### src/rtl/display_scan_controller_if.sv
// -----------------------------------------------------------------------------
// display_scan_controller_if
//   Bundles the value-load handshake, blink control and the multiplexed
//   decoder-side outputs of the two-digit credit/price display scanner.
//
//   value_in      7  binary value to display (0..99 valid, larger clamps to 99)
//   value_load    1  single-cycle capture strobe, honoured only while busy=0
//   blink_en      1  level: blank the whole display on alternate blink phases
//   busy          1  conversion in progress
//   overflow      1  last accepted value exceeded 99
//   digit_number  7  decoder code: 0..9, or 10 = blank
//   digit_enable  2  one-hot digit strobe: 2'b01 ones, 2'b10 tens, 2'b00 off
//
//   master: the client that loads values and consumes the scan outputs
//   slave : the scan controller itself
// -----------------------------------------------------------------------------
interface display_scan_controller_if;
  logic [6:0] value_in;
  logic       value_load;
  logic       blink_en;
  logic       busy;
  logic       overflow;
  logic [6:0] digit_number;
  logic [1:0] digit_enable;

  modport master (
    output value_in,
    output value_load,
    output blink_en,
    input  busy,
    input  overflow,
    input  digit_number,
    input  digit_enable
  );

  modport slave (
    input  value_in,
    input  value_load,
    input  blink_en,
    output busy,
    output overflow,
    output digit_number,
    output digit_enable
  );
endinterface

### src/rtl/display_scan_controller.sv
// -----------------------------------------------------------------------------
// display_scan_controller
//   Drives one shared BCD-to-seven-segment decoder for a two-digit display.
//   A loaded binary value (clamped to 99) is split into tens/ones by repeated
//   subtraction of ten, one step per clock; the shown digits change only when
//   the conversion completes, so the display never shows a half-converted
//   value. A free-running refresh counter alternates the decoder between the
//   ones and tens digit; the tens digit is blanked when it is zero. A slow
//   blink phase, derived from the scan slots, can blank the whole display.
//
// Parameters
//   REFRESH_DIV  clocks each digit stays enabled per scan slot (>= 2)
//   BLINK_DIV    scan slots per blink half-period (>= 1)
//
// Ports
//   clk    system clock, rising edge
//   rst_n  asynchronous active-low reset
//   bus    display_scan_controller_if.slave (load handshake + scan outputs)
// -----------------------------------------------------------------------------
module display_scan_controller #(
  parameter int REFRESH_DIV = 1000,
  parameter int BLINK_DIV   = 250
) (
  input  logic                        clk,
  input  logic                        rst_n,
  display_scan_controller_if.slave    bus
);

  // ---------------------------------------------------------------------------
  // Constants
  // ---------------------------------------------------------------------------
  localparam int RW = $clog2(REFRESH_DIV);
  localparam int BW = (BLINK_DIV > 1) ? $clog2(BLINK_DIV) : 1;

  localparam logic [RW-1:0] REFRESH_LAST = RW'(REFRESH_DIV - 1);
  localparam logic [BW-1:0] BLINK_LAST   = BW'(BLINK_DIV - 1);

  localparam logic [6:0] MAX_VALUE  = 7'd99;
  localparam logic [6:0] BLANK_CODE = 7'd10;

  // Conversion FSM encoding
  localparam logic [1:0] S_IDLE    = 2'd0;
  localparam logic [1:0] S_CONVERT = 2'd1;
  localparam logic [1:0] S_COMMIT  = 2'd2;

  // Digit select encoding
  localparam logic SEL_ONES = 1'b0;
  localparam logic SEL_TENS = 1'b1;

  localparam logic [1:0] EN_ONES = 2'b01;
  localparam logic [1:0] EN_TENS = 2'b10;
  localparam logic [1:0] EN_OFF  = 2'b00;

  // ---------------------------------------------------------------------------
  // Conversion state
  // ---------------------------------------------------------------------------
  logic [1:0] state;
  logic [6:0] rem;
  logic [3:0] tens_acc;
  logic [3:0] shown_tens;
  logic [3:0] shown_ones;
  logic       busy_r;
  logic       overflow_r;

  // NOTE: sequential state is updated with non-blocking assignments so every
  // register samples the pre-edge values of its neighbours.
  always_ff @(posedge clk or negedge rst_n) begin
    if (!rst_n) begin
      state      <= S_IDLE;
      rem        <= '0;
      tens_acc   <= '0;
      shown_tens <= '0;
      shown_ones <= '0;
      busy_r     <= 1'b0;
      overflow_r <= 1'b0;
    end else begin
      case (state)
        S_IDLE: begin
          if (bus.value_load) begin
            rem        <= (bus.value_in > MAX_VALUE) ? MAX_VALUE : bus.value_in;
            tens_acc   <= '0;
            overflow_r <= (bus.value_in > MAX_VALUE);
            busy_r     <= 1'b1;
            state      <= S_CONVERT;
          end
        end

        S_CONVERT: begin
          // Subtract only while rem >= 10, so rem can never wrap below zero.
          if (rem >= 7'd10) begin
            rem      <= rem - 7'd10;
            tens_acc <= tens_acc + 4'd1;
          end else begin
            state <= S_COMMIT;
          end
        end

        S_COMMIT: begin
          // Both digits change on the same edge: no torn tens/ones pair.
          shown_tens <= tens_acc;
          shown_ones <= rem[3:0];
          busy_r     <= 1'b0;
          state      <= S_IDLE;
        end

        default: begin
          busy_r <= 1'b0;
          state  <= S_IDLE;
        end
      endcase
    end
  end

  // ---------------------------------------------------------------------------
  // Scan and blink timing
  // ---------------------------------------------------------------------------
  logic [RW-1:0] refresh_cnt;
  logic [BW-1:0] slot_cnt;
  logic          digit_sel;
  logic          blink_phase;

  logic          slot_end;
  logic          blink_wrap;
  logic          sel_next;
  logic          phase_next;
  logic [6:0]    number_next;
  logic [1:0]    enable_next;

  // NOTE: every signal driven here receives a default first, so no path can
  // leave it unassigned and infer a latch.
  always_comb begin
    slot_end    = (refresh_cnt == REFRESH_LAST);
    blink_wrap  = slot_end && (slot_cnt == BLINK_LAST);
    sel_next    = digit_sel ^ slot_end;
    phase_next  = blink_phase ^ blink_wrap;

    number_next = {3'b000, shown_ones};
    enable_next = EN_ONES;
    if (sel_next == SEL_TENS) begin
      number_next = (shown_tens == 4'd0) ? BLANK_CODE : {3'b000, shown_tens};
      enable_next = EN_TENS;
    end

    // Blanking only gates the strobe; the decoder code keeps scanning.
    if (bus.blink_en && phase_next) begin
      enable_next = EN_OFF;
    end
  end

  logic [6:0] digit_number_r;
  logic [1:0] digit_enable_r;

  // Outputs are registered from the next-state select and phase so the
  // strobe, the digit code and slot/blink boundaries all move on one edge.
  always_ff @(posedge clk or negedge rst_n) begin
    if (!rst_n) begin
      refresh_cnt    <= '0;
      slot_cnt       <= '0;
      digit_sel      <= SEL_ONES;
      blink_phase    <= 1'b0;
      digit_number_r <= '0;
      digit_enable_r <= EN_ONES;
    end else begin
      refresh_cnt <= slot_end ? '0 : refresh_cnt + 1'b1;
      if (slot_end) begin
        slot_cnt <= blink_wrap ? '0 : slot_cnt + 1'b1;
      end
      digit_sel      <= sel_next;
      blink_phase    <= phase_next;
      digit_number_r <= number_next;
      digit_enable_r <= enable_next;
    end
  end

  // ---------------------------------------------------------------------------
  // Output drive
  // ---------------------------------------------------------------------------
  assign bus.busy         = busy_r;
  assign bus.overflow     = overflow_r;
  assign bus.digit_number = digit_number_r;
  assign bus.digit_enable = digit_enable_r;

endmodule
### src/flat_wrapper.sv
// flat-port wrapper written by rule: the top's interface ports become plain ports
module display_scan_controller_flat 
#(
  parameter int REFRESH_DIV = 1000,
  parameter int BLINK_DIV   = 250
)
  (clk, rst_n, bus_value_in, bus_value_load, bus_blink_en, bus_busy, bus_overflow, bus_digit_number, bus_digit_enable);
  display_scan_controller_if bus_i ();
  input  logic clk;
  input  logic rst_n;
  input wire logic [$bits(bus_i.value_in)-1:0] bus_value_in;
  input wire logic [$bits(bus_i.value_load)-1:0] bus_value_load;
  input wire logic [$bits(bus_i.blink_en)-1:0] bus_blink_en;
  output wire logic [$bits(bus_i.busy)-1:0] bus_busy;
  output wire logic [$bits(bus_i.overflow)-1:0] bus_overflow;
  output wire logic [$bits(bus_i.digit_number)-1:0] bus_digit_number;
  output wire logic [$bits(bus_i.digit_enable)-1:0] bus_digit_enable;
  assign bus_i.value_in = bus_value_in;
  assign bus_i.value_load = bus_value_load;
  assign bus_i.blink_en = bus_blink_en;
  assign bus_busy = bus_i.busy;
  assign bus_overflow = bus_i.overflow;
  assign bus_digit_number = bus_i.digit_number;
  assign bus_digit_enable = bus_i.digit_enable;
  display_scan_controller #(.REFRESH_DIV(REFRESH_DIV), .BLINK_DIV(BLINK_DIV)) u_core (.clk(clk), .rst_n(rst_n), .bus(bus_i));
endmodule
### config.mk
export PLATFORM = sky130hd
export DESIGN_NAME = display_scan_controller_flat
export DESIGN_NICKNAME = d
export VERILOG_FILES = /design/src/rtl/display_scan_controller_if.sv /design/src/rtl/display_scan_controller.sv /design/src/flat_wrapper.sv
export SDC_FILE = /design/constraint.sdc
export NUM_CORES = 1
export LEC_CHECK = 0
export ABC_AREA = 1
export CAP_MARGIN = 25
export CELL_PAD_IN_SITES_DETAIL_PLACEMENT = 1
export CELL_PAD_IN_SITES_GLOBAL_PLACEMENT = 1
export CORE_MARGIN = 5
export CORE_UTILIZATION = 44
export DETAILED_ROUTE_END_ITERATION = 8
export GPL_TIMING_DRIVEN = 0
export PLACE_DENSITY = 0.87
export SLEW_MARGIN = 10
export SYNTH_ARGS = -nofsm -noshare
export SYNTH_HDL_FRONTEND = slang
export SYNTH_SLANG_ARGS = --single-unit
### constraint.sdc
create_clock -name clk -period 3.7 [get_ports clk]
set_input_delay 0.74 -clock clk [delete_from_list [all_inputs] [get_ports clk]]
set_output_delay 0.74 -clock clk [all_outputs]
set_load 0.02 [all_outputs]
==> flow_summary.toml <==
[detailed_routing]
wl_per_cell_um = 14.7
vias_per_cell = 5.15
antenna_left = 0
routed_wl_um = 5780
routed-via-count = 2017
drt_iter0_drc = 34
route.detailed.drc = 0
dr.pass1.iters = 4

[setup_path]
crit_buf_inv = 1
end_kind = "primary output"
cp_top_family = "buffers and inverters"
crit_chain = "clkdlybuf4s50_1"
setup.worst_path.start_class = "flop"
critPathMaxStageDelay_ns = 0.60
slowest_stage = "clkdlybuf4s50_1"
cp_max_fo = 1
cp.required_ns = 2.96
crit_type = "flop to primary output"
crit_arrival_ns = 1.43

[clocking]
cts_resized = 0
cts_inserted_buffers = 5
clk_path_buf_depth = 2
clk_pin_slew_worst_paths_ns = 0.10
clkSinkCount = 49
root_buffer = "clkbuf_8"
worstSkewPairLatency_ns = 0.31
cts_tree = "done"
cts_hold_buf = 0
cts_setup_buffers = 0
htree_levels = 2

[synthesis]
synth_warnings = 0
synth_cell_types = 34
synth-seq-area-share_pct = 48.7
postSynth.asyncResetShare_pct = 100
synthFlopType = "dfrtp_1"
syn-cell-area_mm2 = 0.00252
synth.avg_cell_area_um2 = 8.66
syn_inst = 291
yosys_register_bits = 49
synth_edf_count = 0

[timing]
report.final.slew_viol_count = 0
worst_pin_slew_ns = 0.495
fin_crit_ns = 2.17
slew_headroom_pct = 66.6
finClkSkew_ns = 0.0116
rsz0062_at_grt = "no"
fmax_ghz = 0.461
finalSetupTns_ns = 0
finalHoldViolations = 0
finalSetupViolations = 0
worst_slack_ns = 1.53
post-route-period-util_pct = 58.6

[hold_path]
min_path_type = "input pin to asynchronous set/reset pin"

[floorplanning]
die-width_um = 85.7
core-area_mm2 = 0.00554
dieArea_mm2 = 0.00734
io_pins = 22
initial_core_util_pct = 45.5
num_rows = 27
die_h_um = 85.7

[global_routing]
track_usage_pct = 17.3
grt_antenna_before_repair = 0
grt_max_degree = 33
grt-ovfl-total = 0
grt_pass1_vias = 2164
grt_first_pass_wirelength_um = 10200

[job]
drv_cap = 0

[place]
pre_cts_ws_ns = 1.75
post-dp-hpwl_um = 4480
gp_congestion = 0.806
numPortBuffers = 18

[layout]
drive_gt1_share_pct = 16.9
diodes = 0
fin_util_pct = 52.8
final_cell_mix = "nand2_1, dfrtp_1, inv_1"
fillCellCount = 688
finish.net_count = 335
syn2layout_area_growth_pct = 16.1
mostFrequentLayoutCell = "nand2_1"

[pwr]
ir_worst_vdd_mv = 0.342
leakagePower_nw = 1.40
p_per_area_mw_per_mm2 = 649

[status]
run_status = "finished clean"
[synthesized netlist by cell type, types with 3 or more instances]
library cell  instances  area [µm²]
nor2_4                4        45.0
nand4_1               5        31.3
ha_1                  5        62.6
nand3_1              23         115
a21oi_1              12        60.1
a21oi_2               4        35.0
xnor2_1               3        26.3
o21ai_2               7        61.3
nor2_1               27         101
nand2_2              11        68.8
nor3_1                6        30.0
xor2_1                3        26.3
nand2_1              58         218
inv_1                32         120
dfrtp_1              48        1200
buf_4                 3        22.5
o21ai_0              18        90.1
nand2_4               4        45.0
[cells by family (layout without fill, tap and decap cells)]
| logic type | count (synthesis) | count (layout) | share of synthesized area (%) |
|---|---|---|---|
| multiplexers | 1 | 1 | 0.447 |
| adder cells (fa/ha/maj) | 5 | 5 | 2.48 |
| XOR/XNOR | 6 | 6 | 2.08 |
| AND/OR/NAND/NOR | 143 | 143 | 27.6 |
| AO/OA/AOI/OAI | 46 | 46 | 11.4 |
| flip-flops | 49 | 49 | 48.7 |
| buffers and inverters | 40 | 67 | 7.15 |
| other | 1 | 3 | 0.149 |
[power by group]
part | internal [mW] | switching (mW) | leakage [nW]
registers | 0.674 | 0.101 | 0.624
logic | 0.283 | 0.446 | 0.720
clock network | 0.203 | 0.193 | 0.0585
total | 1.16 | 0.740 | 1.40
[worst paths after layout]
check	startpoint	endpoint	slack [ns]	cells past startpoint
max in group asynchronous	rst_n	u_core.tens_acc[2]	2.80	2
worst max-delay path	u_core.bus.digit_enable[0]	bus_digit_enable[0]	1.53	1
min in group clk	u_core.bus.overflow	u_core.bus.overflow	0.49	2
worst min-delay path	rst_n	u_core.bus.digit_number[3]	0.37	1
worst max register to register	u_core.refresh_cnt[0]	u_core.bus.digit_number[1]	1.96	10
worst min register to register	u_core.bus.overflow	u_core.bus.overflow	0.49	2
[metrics by stage]
step / area (µm²) / std cells / hold slack [ns] / power, mW
3_5_place_dp: 2810 / 384 / 0.471 / 1.53
3_3_place_gp: 2800 / 383 / 0.465 / 1.48
6_report: 2930 / 392 / 0.367 / 1.90
2_1_floorplan: 2530 / 293 / 0.442 / 1.29
5_1_grt: 2930 / 392 / 0.403 / 2.04
4_1_cts: 2930 / 392 / 0.385 / 1.92
[layout make-up]
cell class | instances | area [µm²] | share of cell area (%)
sequential | 49 | 1230 | 41.9
multi-input combinational | 204 | 1120 | 38.3
timing repair buffer | 19 | 195 | 6.67
inverter | 33 | 126 | 4.32
tap | 72 | 90.1 | 3.08
clock buffer | 5 | 68.8 | 2.35
buffer | 7 | 53.8 | 1.84
clock inverter | 3 | 43.8 | 1.50
[sequential cells by signal, indices dropped and copies added, names as in the netlist]
register,count
u_core.blink_phase,1
u_core.bus.busy,1
u_core.bus.digit_enable,2
u_core.bus.digit_number,4
u_core.bus.overflow,1
u_core.digit_sel,1
u_core.refresh_cnt,10
u_core.rem,7
u_core.shown_ones,4
u_core.shown_tens,4
u_core.slot_cnt,8
u_core.state,2
u_core.tens_acc,4
[routing by layer]
layer | vias up | share of wire [%] | GRT usage [%]
met2 | 16 | 54 | 33.5
met5 | - | 0 | 0
met3 | 7 | 2.2 | 3.55
met4 | 0 | 0.90 | 3.45
li1 | 989 | - | -
met1 | 1005 | 43 | 19.5
(Power assumes the default switching activity.)
